===== config.mk =====
export PLATFORM = sky130hd
export DESIGN_NAME = dynamixel_status_parser
export DESIGN_NICKNAME = d
export VERILOG_FILES = /design/src/rtl/dynamixel_status_parser.sv
export SDC_FILE = /design/constraint.sdc
export NUM_CORES = 1
export LEC_CHECK = 0
export ABC_AREA = 1
export ABC_CLOCK_PERIOD_IN_PS = 2200
export BUFFER_PORTS_ARGS = -buffer_cell sky130_fd_sc_hd__buf_2
export CAP_MARGIN = 40
export CORE_MARGIN = 1.5
export CORE_UTILIZATION = 30
export CTS_CLUSTER_SIZE = 10
export DETAILED_ROUTE_END_ITERATION = 10
export MAX_ROUTING_LAYER = met4
export PLACE_DENSITY = 0.46
export SYNTH_ARGS = -nofsm -noshare
export SYNTH_HDL_FRONTEND = slang
export SYNTH_SLANG_ARGS = --single-unit

===== constraint.sdc =====
create_clock -name clock -period 2.2 [get_ports clock]
set_input_delay 0.33 -clock clock [delete_from_list [all_inputs] [get_ports clock]]
set_output_delay 0.33 -clock clock [all_outputs]
set_load 0.05 [all_outputs]

===== src/rtl/dynamixel_status_parser.sv =====
// Dynamixel 2.0 status packet parser: header search, destuffing,
// length/instruction checks and CRC-16 verification of servo replies.
module dynamixel_status_parser #(
    parameter int unsigned max_length     = 16,
    parameter int unsigned timeout_clocks = 10000
) (
    input  logic        clock,
    input  logic        reset_n,
    input  logic        rx_valid,
    input  logic [7:0]  rx_byte,
    output logic        status_valid,
    output logic [7:0]  status_id,
    output logic [7:0]  status_error,
    output logic [31:0] status_data,
    output logic [7:0]  status_param_count,
    output logic        crc_error,
    output logic        frame_error
);

    localparam int TW = $clog2(timeout_clocks + 1);
    localparam logic [TW-1:0] TMAX = TW'(timeout_clocks - 1);

    typedef enum logic [3:0] {
        S_H1, S_H2, S_H3, S_RSV, S_ID, S_LEN_L,
        S_LEN_H, S_INSTR, S_ERR, S_PARAM, S_CRC_L, S_CRC_H
    } state_t;

    state_t state_q, state_d;

    logic [15:0]   crc_q;
    logic [15:0]   crc_next;
    logic [15:0]   crc_first;
    logic [7:0]    id_q;
    logic [7:0]    err_q;
    logic [7:0]    len_l_q;
    logic [7:0]    rem_q;
    logic [7:0]    rem_dec;
    logic [7:0]    crc_l_q;
    logic [7:0]    cnt_q;
    logic [31:0]   data_q;
    logic [23:0]   track_q;
    logic [TW-1:0] timer_q;

    logic valid_d, crc_err_d, frame_err_d;
    logic timeout;
    logic len_ok;
    logic stuffed;
    logic crc_en;

    function automatic logic [15:0] crc16(input logic [15:0] c,
                                          input logic [7:0]  b);
        logic [15:0] r;
        r = c ^ {b, 8'h00};
        for (int i = 0; i < 8; i++) begin
            r = r[15] ? ((r << 1) ^ 16'h8005) : (r << 1);
        end
        return r;
    endfunction

    assign crc_next  = crc16(crc_q, rx_byte);
    assign crc_first = crc16(16'h0000, rx_byte);
    assign rem_dec   = rem_q - 8'd1;
    assign stuffed   = (track_q == 24'hFFFFFD) && (rx_byte == 8'hFD);
    assign timeout   = !rx_valid && (state_q != S_H1) && (timer_q == TMAX);
    assign len_ok    = (rx_byte == 8'h00)
                    && (32'(len_l_q) >= 32'd4)
                    && (32'(len_l_q) <= 32'(max_length));

    // A repeated FF in H3 is just a longer preamble; the CRC keeps FF FF
    assign crc_en = (state_q inside {S_H2, S_RSV, S_ID, S_LEN_L, S_LEN_H,
                                     S_INSTR, S_ERR, S_PARAM})
                 || (state_q == S_H3 && rx_byte != 8'hFF);

    always_comb begin
        state_d     = state_q;
        valid_d     = 1'b0;
        crc_err_d   = 1'b0;
        frame_err_d = 1'b0;
        if (rx_valid) begin
            unique case (state_q)
                S_H1:    if (rx_byte == 8'hFF) state_d = S_H2;
                S_H2:    state_d = (rx_byte == 8'hFF) ? S_H3 : S_H1;
                S_H3: begin
                    if (rx_byte == 8'hFD)      state_d = S_RSV;
                    else if (rx_byte != 8'hFF) state_d = S_H1;
                end
                S_RSV:   state_d = (rx_byte == 8'h00) ? S_ID : S_H1;
                S_ID:    state_d = (rx_byte <= 8'hFC) ? S_LEN_L : S_H1;
                S_LEN_L: state_d = S_LEN_H;
                S_LEN_H: begin
                    if (len_ok) begin
                        state_d = S_INSTR;
                    end else begin
                        frame_err_d = 1'b1;
                        state_d     = S_H1;
                    end
                end
                S_INSTR: begin
                    if (rx_byte == 8'h55) begin
                        state_d = S_ERR;
                    end else begin
                        frame_err_d = 1'b1;
                        state_d     = S_H1;
                    end
                end
                S_ERR:   state_d = (rem_dec == 8'd2) ? S_CRC_L : S_PARAM;
                S_PARAM: if (rem_dec == 8'd2) state_d = S_CRC_L;
                S_CRC_L: state_d = S_CRC_H;
                S_CRC_H: begin
                    if ({rx_byte, crc_l_q} == crc_q) valid_d = 1'b1;
                    else crc_err_d = 1'b1;
                    state_d = S_H1;
                end
                default: state_d = S_H1;
            endcase
        end else if (timeout) begin
            frame_err_d = 1'b1;
            state_d     = S_H1;
        end
    end

    always_ff @(posedge clock or negedge reset_n) begin
        if (!reset_n) begin
            state_q            <= S_H1;
            status_valid       <= 1'b0;
            crc_error          <= 1'b0;
            frame_error        <= 1'b0;
            status_id          <= '0;
            status_error       <= '0;
            status_data        <= '0;
            status_param_count <= '0;
            crc_q              <= '0;
            id_q               <= '0;
            err_q              <= '0;
            len_l_q            <= '0;
            rem_q              <= '0;
            crc_l_q            <= '0;
            cnt_q              <= '0;
            data_q             <= '0;
            track_q            <= '0;
            timer_q            <= '0;
        end else begin
            state_q     <= state_d;
            status_valid <= valid_d;
            crc_error   <= crc_err_d;
            frame_error <= frame_err_d;

            if (rx_valid || state_q == S_H1 || timeout) timer_q <= '0;
            else timer_q <= timer_q + 1'b1;

            if (valid_d) begin
                status_id          <= id_q;
                status_error       <= err_q;
                status_data        <= data_q;
                status_param_count <= cnt_q;
            end

            if (rx_valid) begin
                if (state_q == S_H1 && rx_byte == 8'hFF) begin
                    crc_q   <= crc_first;
                    cnt_q   <= '0;
                    data_q  <= '0;
                    track_q <= '0;
                end else if (crc_en) begin
                    crc_q <= crc_next;
                end
                unique case (state_q)
                    S_ID:    id_q    <= rx_byte;
                    S_LEN_L: len_l_q <= rx_byte;
                    S_LEN_H: rem_q   <= len_l_q;
                    S_INSTR: rem_q   <= rem_dec;
                    S_ERR: begin
                        err_q <= rx_byte;
                        rem_q <= rem_dec;
                    end
                    S_PARAM: begin
                        rem_q   <= rem_dec;
                        track_q <= {track_q[15:0], rx_byte};
                        if (!stuffed) begin
                            if (cnt_q < 8'd4)
                                data_q[{cnt_q[1:0], 3'b000} +: 8] <= rx_byte;
                            if (cnt_q != 8'hFF) cnt_q <= cnt_q + 8'd1;
                        end
                    end
                    S_CRC_L: crc_l_q <= rx_byte;
                    default: ;
                endcase
            end
        end
    end

endmodule


After elaboration in Yosys (flattened, before gate mapping) --
Index checks and enable logic that the tools add are counted.
Word-level totals: register bits 197, input bits 11, output and inout bits 59
Operators by class: add/subtract/negate cells 4, order comparisons 4, eq/ne operators 23, shifts and indexed selects 2, multiplexer cells 56, bitwise gates (word level) 17, reductions and logical operators 28
Operators with widths (number):
- $mux W16 | 18
- $mux W32 | 5
- $mux W24 | 2
- $not A3 Y3 | 16
- $pmux W4 S11 | 1
- $bwmux W32 | 1
- $mux W8 | 4
- $shift A8 B7 Y32 const A | 1
- $shiftx A8 B7 Y32 | 1
- $mux W4 | 7
- $eq A24 B24 Y1 const B | 1
- $eq A16 B16 Y1 | 1
- $eq A4 B3 Y1 const B | 4
- $eq A4 B4 Y1 const B | 4
- $eq A8 B8 Y1 const B | 2
- $ne A8 B8 Y1 const B | 2
- $pmux W8 S2 | 1
- $xor A16 B16 Y16 | 1
- $add A14 B1 Y14 const B | 1
- $eq A14 B14 Y1 const B | 1
- $mux W14 | 1
- $reduce_and A2 Y1 | 7
- $mux W1 | 10
- $mux W3 | 3
- other kinds (25) | 39

Logic depth before layout (Yosys ltp) --
Gate-level depths: netlist of run 1.
word-level depth 19, depth in mapped cells 15, gate-level depth less buffers 15

Worst setup path after synthesis of run 1 --
Ideal clock, no wire load.
path type register to register, start register crc_q[15], end register crc_q[15], setup time 0.077 ns, arrival time 1.984 ns, data required time 2.123 ns, setup slack 0.139 ns, stages on the path, launching flop included 16, cells stage by stage dfrtp_1 -> xnor2_1 -> ha_1 -> inv_1 -> nand3_1 -> nand2_1 -> nand2_1 -> nand3_1 -> nand3_1 -> nand2_1 -> nand2_1 -> nand2_1 -> nand2_1 -> nand3_1 -> nand3_1 -> a21oi_1
Between the ends: word-level cells in the longest chain between the ends 11
Ends and longest elaborated chain:
- start: declaration | line 30 | logic [15:0] crc_q;
- start signal: assignment | line 160 | crc_q <= crc_first;
- start signal: assignment | line 165 | crc_q <= crc_next;
- $xor A16 B16 Y16 | line 53 | r = c ^ {b, 8'h00};
- $mux W16 (8 in series) | line 55 | r = r[15] ? ((r << 1) ^ 16'h8005) : (r << 1);
- $mux W16 | line 164 | end else if (crc_en) begin
- $mux W16 | line 159 | if (state_q == S_H1 && rx_byte == 8'hFF) begin
No other way between the ends. The select of a mux whose other input is x is not followed. A chain may end at the register's enable or synchronous reset.

Worst setup path in the final report of run 1 --
start register crc_q[15], end register crc_q[1]
Same word-level chain as after synthesis.

==> out/summary.txt, run 1 <==
status = completed
Final Net Count = 1226
largest net degree at the start of global routing = 60
max layer used = met4
P per Cell Area = 1020 nW/µm²
Multi-input gate area = 3690 µm²
post-route ant nets = 0
Leak = 5.61 nW
CP Class = reg2reg
Setup TNS = 0 ns
Iter 0 DRT Violations = 625
minimum clock period = 2.11 ns
register area = 4930 µm²
Worst slew margin = 62.5%
Synth Warn # = 0
Vias/cell = 4.70
placed insts = 1561
Post-Synth Simple-Gate Area = 21.2%
Setup-failing EPs final = 0
metal3 WL = 750 µm
Setup crit end kind = flop
Crit path arrival time = 2.44 ns
gpl congestion = 0.910
Post-Syn Area = 9220 µm²
Max-cap violations = 0
Syn Inst Count = 1066
WHS Path Cells = 3
Area growth syn-to-layout = 22.1%
Rows = 63
Tot Pwr = 11.5 mW
Num CTS Buffers = 17
Worst Path Required = 2.53 ns
Routed wire per std cell = 15.4 µm
CP max FO = 3
commonest cells after routing, fill and taps aside = nand2_1, dfrtp_1, inv_1
CTS Buffer Depth = 2
Async SR Flop Fraction = 100%
highest clock rate = 474 MHz
total track usage = 16.7%
Final Hold Fails = 0
Reg2Reg Depth = 13
grt total ovfl = 0
largest family of logic cells by synthesized area = simple AND/OR/NAND/NOR gates
fin crit share = 95.9%
clock-pin slew on the worst setup and hold paths = 0.08 ns
Hold Path End = crc_l_q[0]
clock sinks = 197
CTS tree = built
final worst slack = 0.0911 ns
mux cell area share after synthesis = 0%
dominant synthesized flop cell = dfrtp_1
worst reg-to-reg setup slack = 0.09 ns
fillcell total = 3126
skew final = 0.0196 ns
port bufs = 69
Mapped Nets = 1099
routed wire length = 24500 µm
placed wire-length estimate = 17500 µm
Worst Hold Class = in2reg
Hold Crit Start = rx_byte[0]
metal1 wirelength = 12700 µm
placed cell area = 10500 µm²
Reg-to-Reg Start = crc_q[15]
Antenna diodes = 0
1st-pass router iterations = 7
initial antenna violation count = 0
pre-CTS setup slack = -0.131 ns
FF+latch count, synth = 197
Die X = 178 µm
adder-cell share of the synthesized area = 2.99%
cell area after layout = 11300 µm²
share of layout cells above drive strength 1 = 18.0%
syn_area_per_cell = 8.64 µm²
RSZ-0062 raised after global routing = yes
first-pass GRT wire length = 39900 µm
Worst-Margin Slew = 0.562 ns
FF-to-FF End = crc_q[1]
Starting Density = 30.8%
worst vdd ir = 512 µV
Met2 Wirelength = 10800 µm
fin. max-slew vios = 0
clock root buffer master = clkbuf_16
EDFF count, synth = 0
Layout Cells excl Fill = 1596
Die Ht = 178 µm
Yosys cell types = 41
vias in the first global route = 7296
post-synthesis compound-gate area fraction = 12.7%
Clk Latency, worst-skew pair = 0.44 ns
crit start category = flop
most common cell after layout, fill and taps aside = nand2_1
DR vias = 7499
H-tree depth = 4
# DRC = 0
core area = 30000 µm²
io pins = 70
sequential element share of the synthesized area = 53.5%
full die area = 31800 µm²
post-synthesis xor/xnor area fraction = 2.25%
[where the power goes]
group	leakage (nW)	internal, mW	switching [mW]
combinational	2.85	1.31	2.03
sequential	2.46	4.34	0.480
clock	0.304	1.59	1.71
[registers in the layout, summed over array words and instances (netlist names), 4 cells and up]
| signal | cells |
|---|---|
| cnt_q | 8 |
| state_q | 4 |
| crc_l_q | 8 |
| data_q | 32 |
| status_error | 8 |
| err_q | 8 |
| status_data | 32 |
| track_q | 24 |
| len_l_q | 8 |
| crc_q | 16 |
| id_q | 8 |
| status_id | 8 |
| status_param_count | 8 |
| timer_q | 14 |
| rem_q | 8 |
[worst max path at each step]
stage | start | end | slack [ns] | cells past startpoint
final | crc_q[15] | crc_q[1] | 0.09 | 13
after global routing | crc_q[15] | crc_q[15] | -0.07 | 15
after CTS | crc_q[15] | crc_q[15] | 0.04 | 15
after detailed placement | rx_byte[7] | crc_q[0] | -0.13 | 12
after global placement | rx_byte[7] | crc_q[0] | -0.13 | 12
after floorplan | crc_q[15] | crc_q[15] | 0.14 | 15
[synthesized netlist by cell type (all sizes together), types with 7 or more instances]
cell / n / share of area (%)
a21oi: 19 / 1.0
nand3: 70 / 3.9
ha: 22 / 3.0
inv: 130 / 5.3
xnor2: 9 / 1.0
buf: 13 / 1.0
a31oi: 7 / 0.48
dfrtp: 197 / 53
clkbuf: 22 / 0.90
nor3: 18 / 1.2
o22ai: 43 / 2.9
xor2: 13 / 1.2
nand2: 242 / 9.9
o21ai: 112 / 6.3
nor3b: 7 / 0.57
nor2: 87 / 3.7
nand4: 21 / 1.4
[layer usage]
layer	vias to the layer above	track usage, %
met2	131	25.1
met3	20	2.56
met5	-	-
met1	3568	23.6
met4	0	3.92
li1	3780	-
[repair_timing]
action                                 in CTS  in global routing
buffers inserted                            0                  2
hold buffers                                1                  0
endpoints found under the hold margin      31                  0
setup endpoints to repair                   0                 66
resized for setup                           0                 16
[worst max-delay path: stages, from the launching register on]
cell and delay, ns:
dfrtp_1 0.44, xnor2_2 0.24, ha_4 0.24, inv_2 0.07
nand3_2 0.10, nand2_2 0.11, nand2_1 0.07, nand3_1 0.08
nand3_2 0.08, nand3_1 0.14, nand2_1 0.08, buf_4 0.13
o21ai_0 0.12, o21ai_0 0.10
[area by class of cell]
| cell class | instances | share of cell area, % |
|---|---|---|
| Clock buffer | 17 | 3.78 |
| Clock inverter | 15 | 1.86 |
| Inverter | 132 | 4.40 |
| Tap cell | 390 | 4.34 |
| Sequential cell | 197 | 43.8 |
| Multi-Input combinational cell | 702 | 32.8 |
| Timing Repair Buffer | 143 | 9.00 |
[logic make-up (layout without fill, tap and decap cells)]
logic type | Yosys count | count (layout)
compound gates | 205 | 205
xor+xnor | 22 | 22
fa+ha+maj | 22 | 22
buf+inv | 167 | 307
flops | 197 | 197
simple gates | 453 | 453
[stage by stage]
stage | hold WS [ns] | util (%)
6_report | 0.243 | 37.6
5_1_grt | 0.263 | 37.6
4_1_cts | 0.220 | 37.3
3_5_place_dp | 0.271 | 35.1
3_3_place_gp | 0.270 | 35.1
2_1_floorplan | 0.0344 | -
Power figures use the tool's default switching activity.
==> inputs of run 2 (changes only) <==
--- a/config.mk
+++ b/config.mk
@@ -15,6 +15,7 @@
 export DETAILED_ROUTE_END_ITERATION = 10
 export MAX_ROUTING_LAYER = met4
 export PLACE_DENSITY = 0.46
+export SETUP_SLACK_MARGIN = 0.1
 export SYNTH_ARGS = -nofsm -noshare
 export SYNTH_HDL_FRONTEND = slang
 export SYNTH_SLANG_ARGS = --single-unit
==> out/summary.txt, run 2 (synthesis gave the netlist of run 1 again) <==
Final Hold Fails = 0
P per Cell Area = 1020 nW/µm²
highest clock rate = 473 MHz
port bufs = 69
Die Ht = 178 µm
share of layout cells above drive strength 1 = 21.1%
Routed wire per std cell = 15.9 µm
placed wire-length estimate = 17500 µm
Max-cap violations = 0
clock root buffer master = clkbuf_16
Most Used Layer, Global Route = met2
full die area = 31800 µm²
routing usage on met2 = 25.1%
clock sinks = 197
Final Net Count = 1236
total track usage = 16.7%
vias in the first global route = 7293
DR vias = 7622
CTS tree = built
fin crit share = 96.2%
fillcell total = 3089
Area growth syn-to-layout = 25.9%
routed wire length = 25500 µm
placed cell area = 10500 µm²
# DRC = 0
initial antenna violation count = 0
core area = 30000 µm²
Tot Pwr = 11.8 mW
crit path launch = crc_q[15]
clock-pin slew on the worst setup and hold paths = 0.09 ns
biggest regs = data_q (32), status_data (32), track_q (24)
H-tree depth = 4
1st-pass router iterations = 5
grt met3 use = 2.56%
Rows = 63
most common cell after layout, fill and taps aside = nand2_1
Hold Crit Start = rx_byte[0]
Iter 0 DRT Violations = 621
io pins = 70
Crit path arrival time = 2.50 ns
Die X = 178 µm
commonest cells after routing, fill and taps aside = nand2_1, dfrtp_1, inv_1
CP max FO = 3
CP Class = reg2reg
Antenna diodes = 0
Worst Path Required = 2.58 ns
largest net degree at the start of global routing = 60
worst vdd ir = 601 µV
cell area after layout = 11600 µm²
met1 Usage GRT = 23.6%
RSZ-0062 raised after global routing = yes
fin. max-slew vios = 0
first-pass GRT wire length = 39900 µm
Setup-failing EPs final = 0
Worst-Margin Slew = 0.562 ns
post-route ant nets = 0
Clk Latency, worst-skew pair = 0.44 ns
Setup crit end kind = flop
Vias/cell = 4.75
Starting Density = 30.8%
skew final = 0.0196 ns
grt total ovfl = 0
Worst Hold Class = in2reg
Reg-to-Reg Start = crc_q[15]
gpl congestion = 0.910
status = completed
Leak = 5.76 nW
Num CTS Buffers = 17
CTS Buffer Depth = 2
crit start category = flop
Worst slew margin = 62.4%
minimum clock period = 2.12 ns
## run 2: cell types whose count changed in the layout (fill, tap and decap cells not counted), sizes merged
cell	previous run	this run
buf	141	145
clkbuf	18	24
clkinvlp	0	1
inv	139	138
## run 2: metal layers
layer | wire, µm | up-vias
met2 | 11600 | 143
met3 | 898 | 19
met1 | 12800 | 3653
met5 | 0 | -
met4 | 274 | 0
li1 | - | 3807
## run 2: repair_timing
| action | in CTS | in global routing |
|---|---|---|
| buffers inserted | 0 | 5 |
| hold buffers | 1 | 0 |
| pin swaps | 1 | 14 |
| cloned | 0 | 7 |
| resized for setup | 3 | 59 |
| setup endpoints to repair | 2 | 84 |
| hold endpoints to repair | 31 | 0 |
## run 2: worst paths after layout
path	to	slack, ns	cells past startpoint
worst max-delay path	crc_q[15]	0.08	15
worst max register to register	crc_q[15]	0.08	15
min in group asynchronous	timer_q[13]	0.37	2
worst min-delay path	crc_l_q[0]	0.24	3
worst min register to register	timer_q[0]	0.47	1
max in group asynchronous	track_q[20]	1.20	3
## run 2: stage by stage
step | hold slack, ns | utilization [%] | std cells | TNS (ns) | worst slack (ns)
global route | 0.260 | 38.7 | 1606 | -0.0235 | -0.0235
CTS | 0.220 | 37.3 | 1594 | 0 | 0.103
detailed placement | 0.271 | 35.1 | 1561 | -0.257 | -0.131
floorplan | 0.0344 | - | 1066 | 0 | 0.139
global placement | 0.270 | 35.1 | 1561 | -0.258 | -0.133
finish | 0.240 | 38.7 | 1606 | 0 | 0.0845
## run 2: layout make-up
| cell class | count | area [µm²] | area share [%] |
|---|---|---|---|
| tap | 390 | 488 | 4.21 |
| inverter | 132 | 507 | 4.37 |
| clock buffer | 17 | 425 | 3.67 |
| clock inverter | 15 | 209 | 1.80 |
| sequential | 197 | 4930 | 42.5 |
| timing repair buffer | 153 | 1220 | 10.5 |
| multi-input combinational | 702 | 3830 | 33.0 |
## run 2: where the power goes
group | switching [mW] | internal (mW) | total (mW)
Combinational | 2.25 | 1.44 | 3.69
Sequential | 0.485 | 4.34 | 4.83
Clock | 1.71 | 1.59 | 3.31
## run 2: critical path, stage by stage (launching register included)
cell     delay [ns]
dfrtp_1        0.44
xnor2_2        0.25
ha_4           0.25
inv_2          0.08
nand3_4        0.10
nand2_4        0.12
nand2_4        0.06
nand3_2        0.07
nand3_2        0.11
nand2_2        0.10
nand2_2        0.07
nand2_2        0.08
nand2_2        0.06
nand3_2        0.06
nand3_2        0.06
a21oi_2        0.13
==> inputs of run 3 (changes only) <==
--- a/config.mk
+++ b/config.mk
@@ -7,14 +7,14 @@
 export LEC_CHECK = 0
 export ABC_AREA = 1
 export ABC_CLOCK_PERIOD_IN_PS = 2200
-export BUFFER_PORTS_ARGS = -buffer_cell sky130_fd_sc_hd__buf_2
 export CAP_MARGIN = 40
 export CORE_MARGIN = 1.5
 export CORE_UTILIZATION = 30
 export CTS_CLUSTER_SIZE = 10
 export DETAILED_ROUTE_END_ITERATION = 10
+export DONT_BUFFER_PORTS = 1
 export MAX_ROUTING_LAYER = met4
-export PLACE_DENSITY = 0.46
+export PLACE_DENSITY = 0.44
 export SETUP_SLACK_MARGIN = 0.1
 export SYNTH_ARGS = -nofsm -noshare
 export SYNTH_HDL_FRONTEND = slang
==> out/summary.txt, run 3 (synthesis gave the netlist of run 1 again) <==
initial antenna violation count = 0
crit-path max cell delay = 0.41 ns
Routed wire per std cell = 17.3 µm
grt total ovfl = 0
Crit path arrival time = 2.42 ns
Final Hold Fails = 197
failing checks = hold timing
minimum hold slack = -0.402 ns
port bufs = 0
most common cell after layout, fill and taps aside = nand2_1
Max-cap violations = 0
gpl congestion = 0.885
CTS Buffer Depth = 2
routed wire length = 26200 µm
Setup crit end kind = flop
Setup-failing EPs final = 0
status = complete, but fails checks
io pins = 70
Num CTS Buffers = 17
# DRC = 0
Critical Path, Cell by Cell = xnor2_2, inv_1, nor2_2, o2111ai_2, nor3_2, buf_4, nand3_4, buf_12, buf_12, nand2_1, o21ai_0
skew final = 0.0163 ns
Critical Path Most Common Cell = buf_12
clock-pin slew on the worst setup and hold paths = 0.08 ns
Worst path slowest cell = dfrtp_1
fillcell total = 3071
clock sinks = 197
biggest regs = data_q (32), status_data (32), track_q (24)
CP Class = reg2reg
cts hold-fix bufs = 5
core area = 30000 µm²
fin. max-slew vios = 0
Clk Latency, worst-skew pair = 0.45 ns
Die X = 178 µm
P per Cell Area = 1020 nW/µm²
CTS tree = built
full die area = 31800 µm²
minimum clock period = 2.09 ns
Die Ht = 178 µm
Worst-Margin Slew = 0.704 ns
Area growth syn-to-layout = 20.6%
crit start category = flop
total track usage = 16.8%
DR vias = 7349
CP max FO = 30
worst vdd ir = 471 µV
1st-pass router iterations = 5
vias in the first global route = 7121
H-tree depth = 4
Starting Density = 30.8%
Vias/cell = 4.86
Worst Hold Class = in2async
fin crit share = 95.1%
Multi-input gate area = 3950 µm²
Antenna diodes = 0
commonest cells after routing, fill and taps aside = nand2_1, dfrtp_1, inv_1
Worst slew margin = 53.1%
Leak = 5.23 nW
Final Net Count = 1143
Rows = 63
share of layout cells above drive strength 1 = 16.3%
placed insts = 1460
clock root buffer master = clkbuf_16
first-pass GRT wire length = 39700 µm
Worst Path Required = 2.52 ns
register area = 4930 µm²
RSZ-0062 raised after global routing = yes
Iter 0 DRT Violations = 543
largest net degree at the start of global routing = 198
post-route ant nets = 0
placed wire-length estimate = 16700 µm
highest clock rate = 478 MHz
Layout Cells excl Fill = 1513
[run 3: worst max-delay path, delay by kind of cell, from the launching register on]
family	cells	cell delay, ns
DFF	1	0.41
and+or+nand+nor	4	0.46
AOI/OAI and AO/OA	2	0.25
xor gates and xnor gates	1	0.22
buffers and inverters	4	0.62
[run 3: worst paths after layout]
| check | startpoint | slack [ns] | endpoint | cells after the start |
|---|---|---|---|---|
| worst max-delay path | crc_q[8] | 0.11 | status_data[5] | 11 |
| worst min-delay path | reset_n | -0.40 | crc_q[5] | 0 |
| worst max register to register | crc_q[8] | 0.11 | status_data[5] | 11 |
| worst min register to register | timer_q[0] | 0.47 | timer_q[0] | 1 |
| max in group asynchronous | reset_n | 2.02 | cnt_q[0] | 0 |
| min in group clock | rx_byte[2] | 0.02 | crc_l_q[2] | 2 |
[run 3: repair_timing]
item | CTS | global route
buffers inserted | 1 | 5
hold endpoints to repair | 207 | 197
pin swaps | 3 | 12
cloned | 0 | 10
gates resized for setup | 1 | 101
endpoints found under the setup margin | 38 | 98
[run 3: stage by stage]
stage / instance area (µm²) / utilization (%) / setup slack (ns) / total power [mW] / TNS [ns]
detailed placement: 9870 / 33.0 / 0.0578 / 7.85 / 0
finish: 11100 / 37.1 / 0.108 / 11.3 / 0
global route: 11100 / 37.1 / -0.0980 / 12.1 / -0.115
CTS: 10500 / 35.1 / 0.103 / 11.1 / 0
floorplan: 9220 / - / 0.139 / 6.96 / 0
global placement: 9870 / 33.0 / 0.0789 / 7.85 / 0
[run 3: power by group]
| group | switching (mW) | total, mW | internal (mW) | leakage, nW |
|---|---|---|---|---|
| logic | 2.04 | 3.32 | 1.29 | 2.49 |
| registers | 0.486 | 4.83 | 4.34 | 2.46 |
| clock network | 1.57 | 3.18 | 1.61 | 0.283 |
[run 3: metal layers]
layer / global-route usage, % / share of wire (%) / wire (µm) / vias up
met4: 5.35 / 1.6 / 410 / 0
li1: - / - / - / 3617
met5: - / 0 / 0 / -
met3: 3.28 / 4.7 / 1240 / 24
met2: 24.8 / 44 / 11600 / 162
met1: 23.2 / 50 / 13000 / 3546
[run 3: area by class of cell]
type / instances / area share [%]
Clock buffer: 17 / 3.83
Clock inverter: 15 / 1.43
Inverter: 132 / 4.56
Multi-Input combinational cell: 702 / 35.5
Sequential cell: 197 / 44.4
Tap cell: 390 / 4.39
Timing Repair Buffer: 60 / 5.88
